**src/rtl/mac_tcdm_mux.sv**
```systemverilog
// Round-robin funnel of MP TCDM master ports onto one memory port; an in-order ID FIFO steers responses back.
// Optional MAC_TCDM_MUX_PERF_EN compiles a saturating stall counter onto perf_stall_o (tied to 0 otherwise).
package mac_tcdm_mux_pkg;
    typedef struct packed {
        logic [31:0] add;
        logic        wen;
        logic [3:0]  be;
        logic [31:0] data;
    } tcdm_req_t;
endpackage

module mac_tcdm_mux_port
    import mac_tcdm_mux_pkg::*;
#(
    parameter int PW  = 2,
    parameter int IDX = 0
) (
    input  logic [31:0]   add,
    input  logic          wen,
    input  logic [3:0]    be,
    input  logic [31:0]   data,
    input  logic [PW-1:0] winner,
    input  logic          hs,
    input  logic [PW-1:0] head,
    input  logic          pop,
    input  logic [31:0]   r_data_bcast,
    output tcdm_req_t     req_fields,
    output logic          gnt,
    output logic          r_valid,
    output logic [31:0]   r_data
);
    assign req_fields = '{add: add, wen: wen, be: be, data: data};
    assign gnt        = hs && (winner == PW'(IDX));
    assign r_valid    = pop && (head == PW'(IDX));
    assign r_data     = r_data_bcast;
endmodule

module mac_tcdm_mux
    import mac_tcdm_mux_pkg::*;
#(
    parameter int MP         = 4,
    parameter int NB_OUTSTND = 4
) (
    input  logic             clk_i,
    input  logic             rst_i,
    input  logic [MP-1:0]    in_req,
    output logic [MP-1:0]    in_gnt,
    input  logic [MP*32-1:0] in_add,
    input  logic [MP-1:0]    in_wen,
    input  logic [MP*4-1:0]  in_be,
    input  logic [MP*32-1:0] in_data,
    output logic [MP*32-1:0] in_r_data,
    output logic [MP-1:0]    in_r_valid,
    output logic             out_req,
    input  logic             out_gnt,
    output logic [31:0]      out_add,
    output logic             out_wen,
    output logic [3:0]       out_be,
    output logic [31:0]      out_data,
    input  logic [31:0]      out_r_data,
    input  logic             out_r_valid,
    output logic             err_o,
    output logic [31:0]      perf_stall_o
);
    localparam int PW = $clog2(MP);
    localparam int FW = $clog2(NB_OUTSTND);

    logic [PW-1:0]                 rr_ptr, winner, head;
    logic [NB_OUTSTND-1:0][PW-1:0] id_fifo;
    logic [FW-1:0]                 wr_ptr, rd_ptr;
    logic [FW:0]                   cnt;
    logic                          full, empty, can_push, hs, pop;
    tcdm_req_t [MP-1:0]            port_req;
    tcdm_req_t                     sel;

    // Descending scan so the lowest offset from rr_ptr is written last and wins.
    always_comb begin
        int j;
        j      = 0;
        winner = rr_ptr;
        for (int i = MP - 1; i >= 0; i--) begin
            j = int'(rr_ptr) + i;
            if (j >= MP) j = j - MP;
            if (in_req[j]) winner = PW'(j);
        end
    end

    assign full     = (cnt == (FW+1)'(NB_OUTSTND));
    assign empty    = (cnt == '0);
    assign can_push = !full || out_r_valid;
    assign out_req  = (|in_req) && can_push;
    assign hs       = out_req && out_gnt;
    assign pop      = out_r_valid && !empty;
    assign head     = id_fifo[rd_ptr];

    assign sel      = out_req ? port_req[winner] : '0;
    assign out_add  = sel.add;
    assign out_wen  = sel.wen;
    assign out_be   = sel.be;
    assign out_data = sel.data;

    for (genvar k = 0; k < MP; k++) begin : g_port
        mac_tcdm_mux_port #(.PW(PW), .IDX(k)) u_port (
            .add          (in_add[k*32+:32]),
            .wen          (in_wen[k]),
            .be           (in_be[k*4+:4]),
            .data         (in_data[k*32+:32]),
            .winner       (winner),
            .hs           (hs),
            .head         (head),
            .pop          (pop),
            .r_data_bcast (out_r_data),
            .req_fields   (port_req[k]),
            .gnt          (in_gnt[k]),
            .r_valid      (in_r_valid[k]),
            .r_data       (in_r_data[k*32+:32])
        );
    end

    always_ff @(posedge clk_i) begin
        if (hs) id_fifo[wr_ptr] <= winner;
    end

    always_ff @(posedge clk_i) begin
        if (rst_i) begin
            rr_ptr <= '0;
            wr_ptr <= '0;
            rd_ptr <= '0;
            cnt    <= '0;
            err_o  <= 1'b0;
        end else begin
            if (hs) begin
                wr_ptr <= wr_ptr + 1'b1;
                rr_ptr <= (winner == PW'(MP - 1)) ? '0 : winner + 1'b1;
            end
            if (pop) rd_ptr <= rd_ptr + 1'b1;
            if (hs && !pop)      cnt <= cnt + 1'b1;
            else if (!hs && pop) cnt <= cnt - 1'b1;
            // A response with nothing outstanding means the memory broke its contract.
            if (out_r_valid && empty) err_o <= 1'b1;
        end
    end

`ifdef MAC_TCDM_MUX_PERF_EN
    logic [31:0] stall_cnt;
    always_ff @(posedge clk_i) begin
        if (rst_i)                               stall_cnt <= '0;
        else if ((|in_req) && !hs && stall_cnt != '1) stall_cnt <= stall_cnt + 1'b1;
    end
    assign perf_stall_o = stall_cnt;
`else
    assign perf_stall_o = '0;
`endif
endmodule
```
**config.mk**
```make
export PLATFORM = sky130hd
export DESIGN_NAME = mac_tcdm_mux
export DESIGN_NICKNAME = d
export VERILOG_FILES = /design/src/rtl/mac_tcdm_mux.sv
export SDC_FILE = /design/constraint.sdc
export NUM_CORES = 1
export LEC_CHECK = 0
export BUFFER_PORTS_ARGS = -buffer_cell sky130_fd_sc_hd__buf_2
export CAP_MARGIN = 20
export CORE_AREA = 2 2 215 217
export CTS_BUF_LIST = sky130_fd_sc_hd__clkbuf_8
export DETAILED_ROUTE_END_ITERATION = 10
export DIE_AREA = 0 0 217 219
export PLACE_DENSITY = 0.34
export SLEW_MARGIN = 20
export SYNTH_ARGS = -nofsm -noshare
export SYNTH_HDL_FRONTEND = slang
export SYNTH_SLANG_ARGS = --single-unit
export TNS_END_PERCENT = 20
```
**constraint.sdc**
```tcl
create_clock -name clk_i -period 6.2 [get_ports clk_i]
set_clock_uncertainty 0.1 [all_clocks]
set_input_delay 0.93 -clock clk_i [delete_from_list [all_inputs] [get_ports clk_i]]
set_output_delay 0.93 -clock clk_i [all_outputs]
set_load 0.01 [all_outputs]
```
==> impl_results.md, run 1 <==
- Origin of the critical flop-to-flop path: cnt[0]
- Inst Count DP: 1,298
- Critical path, cell by cell: buf_2, nor2_1, a21oi_1, nand2_4, o22ai_1, buf_2
- Core ar.: 45,100 sq um
- Area contributors post-synth: mux2i_1 (31%), buf_4 (28%), o22ai_1 (8.2%), edfxtp_1 (5.3%), dfxtp_1 (4.4%)
- DIE HEIGHT: 219 um
- Most common cell after layout, fill and taps aside: buf_2
- Post-Synth XOR/XNOR Area: 0.971%
- RSZ-0062 raised after global routing: no
- Largest family of logic cells by synthesized area: buffers and inverters
- Most frequent cells in the layout: buf_2 (362), mux2i_1 (141), o22ai_1 (59), conb_1 (32), nor2_1 (12)
- Cell Rows: 78
- Fmax: 0.221 GHz
- Cts repair resizes: 0
- CP Launch Point: in_req[3]
- Via Count: 4,176
- CTS Sinks: 18
- CP max stage delay: 0.83 ns
- Synth area leader: mux2i_1
- Final core occ: 12.6%
- Worst Tran Pin Value: 1.04 ns
- Worst hold slack: 0.379 ns
- Worst hold path startpoint: err_o
- Hold Buf Count CTS: 0
- Pwr dens: 218 nW/um^2
- Worst Setup Slack, final: 1.67 ns
- CP endpoint kind: output port
- DRT Wirelength: 16,900 um
- Htree depth: 1
- Clk Latency, worst-skew pair: 0.25 ns
- Clock transition at the registers of the reported paths: 0.06 ns
- Placed wire-length estimate: 13,900 um
- Max FO, Critical Path: 69
- Final setup fails: 0
- Avg Inst Size Synth: 8.97 sq um
- Placement Cell Area: 5650 sq um
- WP buf/inv: 2
- Root cell of the clock tree: clkbuf_8
- Vias in the first global route: 4,080
- Delay-heaviest family, CP: compound AO/OA/AOI/OAI gates
- CTS Buf Count: 3
- TritonRoute pass-1 iters: 4
- Initial drt markers: 93
- Pwr Total: 1.24 mW
- Compound-Gate Fraction of Synth Area: 12.9%
- Final min period: 4.53 ns
- Post-synth top area share: 31.3%
- Sequential area share after synthesis: 9.76%
- Critical path required time: 5.17 ns
- Vias per std cell: 3.21
- Rel. slew slack: 31.0%
- FILL cells: 5,256
- Final hold viol count: 0
- Final period util: 73.0%
- Port Buffers: 362
- Status: finished, final reports clean
- Crit Path Class: in2out
- Maximum VDD drop: 0.000136 V
- Gr ovfl total: 0
- Die Area: 47,500 sq um
- Most used cell, CP: buf_2
- Worst slack, placed: 1.53 ns
- Initial antenna violation count: 3
- WL per Instance: 13.0 um
- First-pass GRT wire length: 23,100 um
- Finished layout cell area: 5700 sq um
- Maximum root-to-sink buffer count: 2
- GP Congestion: 0.712
- IO Pins: 555
- Final net count: 1,029
- Die Width: 217 um
- Setup bufs post-CTS: 0
- Layout area overhead: 26.3%
- Cell Count, Final, Fillers Out: 1,302
- Crit-path slowest cell: nand2_4
- Number of nets with antenna violations after routing: 0
- Post-synth EDFFs: 8
- N_diodes: 0
- Yosys reg bits: 18
- Yosys warns: 0
- Ratio of cells with drive above 1 in the final layout: 55.3%
- Crit start category: input port
- CTS tree: built
- Simple-Gate Fraction of Synth Area: 5.10%
- FFs w/ async S/R, synth: 0%
- Critical Path AT: 3.50 ns
- Pins Over Slew Limit: 0
- DRC violations left: 0
- Leak Pwr: 2.75 nW
- Post-Synth Adder-Cell Area: 2.94%
- MaxCap Viol Count: 0
- Mapped Area: 4510 sq um
- Gr usage total: 6.24%
- Hold WC Path Type: reg2reg
- Mux cell area share after synthesis: 32.3%
- Final setup TNS: 0 ns
- Starting Density: 10.0%
- Post-synth cell types: 40
- Syn Inst Count: 503
- Largest net degree at the start of global routing: 71
- Most used flip-flop cell after synthesis: dfxtp_1
==> cell usage after synthesis, drive strengths merged, types with 5 or more instances <==
cell type and instances:
and3 9, nor2b 5, edfxtp 8, dfxtp 10
o22ai 69, inv 6, nand2 5, buf 193
mux2i 141, clkbuf 8, ha 9, nor2 12
==> worst min-delay path, cell delays in order, from the launching register on <==
cell,delay (ns)
dfxtp_1,0.33
a21oi_1,0.04
nor2_1,0.07
==> registers in the layout, summed over array words and instances, names as in the netlist <==
register	cells
wr_ptr	2
rd_ptr	2
err_o	1
id_fifo	8
cnt	3
rr_ptr	2
==> layout make-up <==
cell class / count / area, sq um / area share, %
multi-input cells: 309 / 2580 / 45.3
clock buffers: 3 / 41.3 / 0.725
clock inverters: 1 / 3.75 / 0.0659
repair buffers: 365 / 1860 / 32.6
well taps: 600 / 751 / 13.2
inverters: 6 / 22.5 / 0.395
flip-flops and latches: 18 / 440 / 7.73
==> cell families (layout without fill, tap and decap cells) <==
group | after synthesis | count (layout)
mux | 143 | 143
buf+inv | 207 | 375
xor+xnor | 5 | 5
simple gates | 41 | 41
fa+ha+maj | 10 | 10
other cells | 1 | 32
compound gates | 78 | 78
flops | 18 | 18
==> worst paths after layout <==
kind	endpoint	slack [ns]	cells past startpoint
max	out_data[18]	1.67	6
min	err_o	0.38	2
max reg2reg	cnt[2]	2.97	9
min reg2reg	err_o	0.38	2
==> layer usage <==
layer	routed length, um	GRT usage (%)	part of all wire (%)	vias up
met1	5680	6.19	34	1853
li1	-	-	-	2006
met2	9090	12.3	54	267
met5	0	0	0	-
met4	549	2.37	3.2	0
met3	1600	1.65	9.4	50
==> power by group <==
| part | internal, mW | switching [mW] | leakage (nW) | total, mW |
|---|---|---|---|---|
| Clock | 0.0439 | 0.0361 | 0.0231 | 0.0800 |
| Combinational | 0.447 | 0.541 | 2.57 | 0.987 |
| Sequential | 0.152 | 0.0249 | 0.157 | 0.177 |
| Total | 0.643 | 0.602 | 2.75 | 1.24 |
(Power assumes the default switching activity.)
==> inputs of run 2 (changes only) <==
--- a/config.mk
+++ b/config.mk
@@ -7,11 +7,11 @@
 export LEC_CHECK = 0
 export BUFFER_PORTS_ARGS = -buffer_cell sky130_fd_sc_hd__buf_2
 export CAP_MARGIN = 20
-export CORE_AREA = 2 2 215 217
+export CORE_AREA = 2 2 218 220
 export CTS_BUF_LIST = sky130_fd_sc_hd__clkbuf_8
 export DETAILED_ROUTE_END_ITERATION = 10
-export DIE_AREA = 0 0 217 219
-export PLACE_DENSITY = 0.34
+export DIE_AREA = 0 0 220 222
+export PLACE_DENSITY = 0.33
 export SLEW_MARGIN = 20
 export SYNTH_ARGS = -nofsm -noshare
 export SYNTH_HDL_FRONTEND = slang
==> constraint.sdc (replaced) <==
create_clock -name clk_i -period 4.2 [get_ports clk_i]
set_clock_uncertainty 0.1 [all_clocks]
set_input_delay 0.63 -clock clk_i [delete_from_list [all_inputs] [get_ports clk_i]]
set_output_delay 0.63 -clock clk_i [all_outputs]
set_load 0.01 [all_outputs]
==> run 2 against run 1 <==
Critical path depth increased by 2. Setup slack worse by 0.81 ns. Highest routed layer unchanged. Global-route usage is 0.11 points higher. Power is 53% higher. Critical path type unchanged. Hold slack better by 0.022 ns. Sequential cell count did not move. First-iteration DRC count is 40% higher.
==> impl_results.md, run 2 (synthesis gave the netlist of run 1 again) <==
- CP Launch Point: in_req[2] (was in_req[3])
- Multi-input logic area: 2580 sq um (unchanged)
- Cts repair resizes: 0 (unchanged)
- Final setup fails: 0 (unchanged)
- Final core occ: 12.5% (was 12.6%)
- DRT Wirelength: 17,700 um (was 16,900 um)
- R2r worst-path depth: 10 (was 9)
- Leak Pwr: 2.80 nW (was 2.75 nW)
- Critical Path End: out_add[22] (was out_data[18])
- IO Pins: 555 (unchanged)
- Hold WC Path Type: reg2reg (unchanged)
- CTS Sinks: 18 (unchanged)
- FILL cells: 5,355 (was 5,256)
- Final period util: 79.4%
- WP depth: 8 (was 6)
- Ratio of cells with drive above 1 in the final layout: 55.8% (was 55.3%)
- Die Width: 220 um (was 217 um)
- MaxCap Viol Count: 0 (unchanged)
- Crit start category: input port (unchanged)
- Setup bufs post-CTS: 0 (unchanged)
- Final net count: 1,038 (was 1,029)
- Die Area: 48,800 sq um (was 47,500 sq um)
- WL per Instance: 13.4 um (was 13.0 um)
- Hold Buf Count CTS: 0 (unchanged)
- Placement Cell Area: 5750 sq um (was 5650 sq um)
- RSZ-0062 raised after global routing: no (unchanged)
- Most common cell after layout, fill and taps aside: buf_2 (unchanged)
- Max reg flops: 8 (unchanged)
- Gr ovfl total: 0 (unchanged)
- Clk Latency, worst-skew pair: 0.25 ns (about the same)
- Final hold viol count: 0 (unchanged)
- First-pass GRT wire length: 24,100 um (was 23,100 um)
- Fmax: 0.300 GHz
- Critical Path AT: 2.61 ns (was 3.50 ns)
- Root cell of the clock tree: clkbuf_8 (unchanged)
- CTS tree: built (unchanged)
- Pwr Total: 1.90 mW (was 1.24 mW)
- Crit Path Class: in2out (unchanged)
- Maximum VDD drop: 0.000135 V (was 0.000136 V)
- Pins Over Slew Limit: 0 (unchanged)
- Reg area: 440 sq um (unchanged)
- Delay-heaviest family, CP: simple AND/OR/NAND/NOR gates (was compound AO/OA/AOI/OAI gates)
- Htree depth: 1 (unchanged)
- Most used cell, CP: buf_2 (unchanged)
- Largest regs: id_fifo: 8 flops, cnt: 3 flops (unchanged)
- Pwr dens: 328 nW/um^2 (was 218 nW/um^2)
- CP endpoint kind: output port (unchanged)
- Core ar.: 46,300 sq um (was 45,100 sq um)
- DRC violations left: 0 (unchanged)
- Origin of the critical flop-to-flop path: cnt[0] (unchanged)
- Layout area overhead: 28.6% (was 26.3%)
- Gr usage total: 6.35% (was 6.24%)
- Largest net degree at the start of global routing: 55 (was 71)
- Via Count: 4,203 (was 4,176)
- Critical path required time: 3.47 ns (was 5.17 ns)
- Vias in the first global route: 4,113 (was 4,080)
- Max FO, Critical Path: 41 (was 69)
- Critical path, cell by cell: buf_2, nor2b_1, nor3b_2, a2bb2oi_4, nand2_4, buf_12, o22ai_1, buf_2 (was buf_2, nor2_1, a21oi_1, nand2_4, o22ai_1, buf_2)
- Port Buffers: 362 (unchanged)
- DIE HEIGHT: 222 um (was 219 um)
- Most frequent cells in the layout: buf_2 (362), mux2i_1 (141), o22ai_1 (59), conb_1 (32), nor2_1 (12) (unchanged)
- Crit-path slowest cell: a2bb2oi_4 (was nand2_4)
- Finished layout cell area: 5800 sq um (was 5700 sq um)
- WP buf/inv: 3 (was 2)
- CP max stage delay: 0.34 ns (was 0.83 ns)
- Register with the most flip-flops: id_fifo (unchanged)
- CTS Buf Count: 3 (unchanged)
- Initial drt markers: 130 (was 93)
- GP Congestion: 0.754 (was 0.712)
- Clock transition at the registers of the reported paths: 0.07 ns (was 0.06 ns)
- R2r setup slk: 1.23 ns (was 2.97 ns)
- Placed wire-length estimate: 15,000 um (was 13,900 um)
- TritonRoute pass-1 iters: 4 (unchanged)
- RR Endpoint: cnt[2] (unchanged)
- Final setup TNS: 0 ns (unchanged)
- Status: finished, final reports clean (unchanged)
- Vias per std cell: 3.19 (was 3.21)
- Cell Rows: 79 (was 78)
- Final min period: 3.34 ns
- Starting Density: 9.75% (was 10.0%)
- Maximum root-to-sink buffer count: 2 (unchanged)
- Number of nets with antenna violations after routing: 0 (unchanged)
- Initial antenna violation count: 2 (was 3)
run 2: worst min path at each step:
stage            from  depth (start not counted)     end  slack (ns)
2_1_floorplan  cnt[2]                          2  cnt[2]        0.37
4_1_cts         err_o                          2   err_o        0.40
6_report        err_o                          2   err_o        0.40
3_5_place_dp    err_o                          2   err_o        0.38
3_3_place_gp    err_o                          2   err_o        0.39
5_1_grt         err_o                          2   err_o        0.44
run 2: worst register-to-register path, stage by stage (launching register included):
cell and delay [ns]:
dfxtp_1 0.42, nor4b_1 0.10, a21oi_1 0.41, buf_4 0.24, and2_1 0.31, ha_1 0.25
inv_1 0.06, fa_1 0.37, xor2_1 0.17, or3_1 0.31, a21oi_1 0.15
run 2: final cells by class:
cell class	instances	area share, %
antenna	1	0.0431
clock buffer	3	0.712
clock inverter	1	0.0647
inverter	6	0.388
multi-input combinational	309	44.5
sequential	18	7.59
tap	607	13.1
timing repair buffer	374	33.6
run 2: report_power, final:
part | total (mW) | leakage [nW] | switching, mW | internal, mW
logic | 1.52 | 2.62 | 0.826 | 0.696
clock network | 0.119 | 0.0231 | 0.0541 | 0.0648
registers | 0.262 | 0.157 | 0.0371 | 0.224
total | 1.90 | 2.80 | 0.918 | 0.986
run 2: per-layer routing:
layer,up-vias,wire [um],share of wire (%),track usage [%]
li1,2025,-,-,-
met1,1874,5960,34,6.28
met2,249,9580,54,12.7
met3,55,1530,8.6,1.30
met4,0,632,3.6,2.25
met5,-,0,0,0
run 2: metrics by stage:
step           instances  worst slack, ns  hold WS (ns)
2_1_floorplan        534             1.50         0.366
3_3_place_gp        1314            0.784         0.387
3_5_place_dp        1314            0.836         0.378
4_1_cts             1318            0.833         0.396
5_1_grt             1318            0.710         0.441
6_report            1319            0.863         0.401
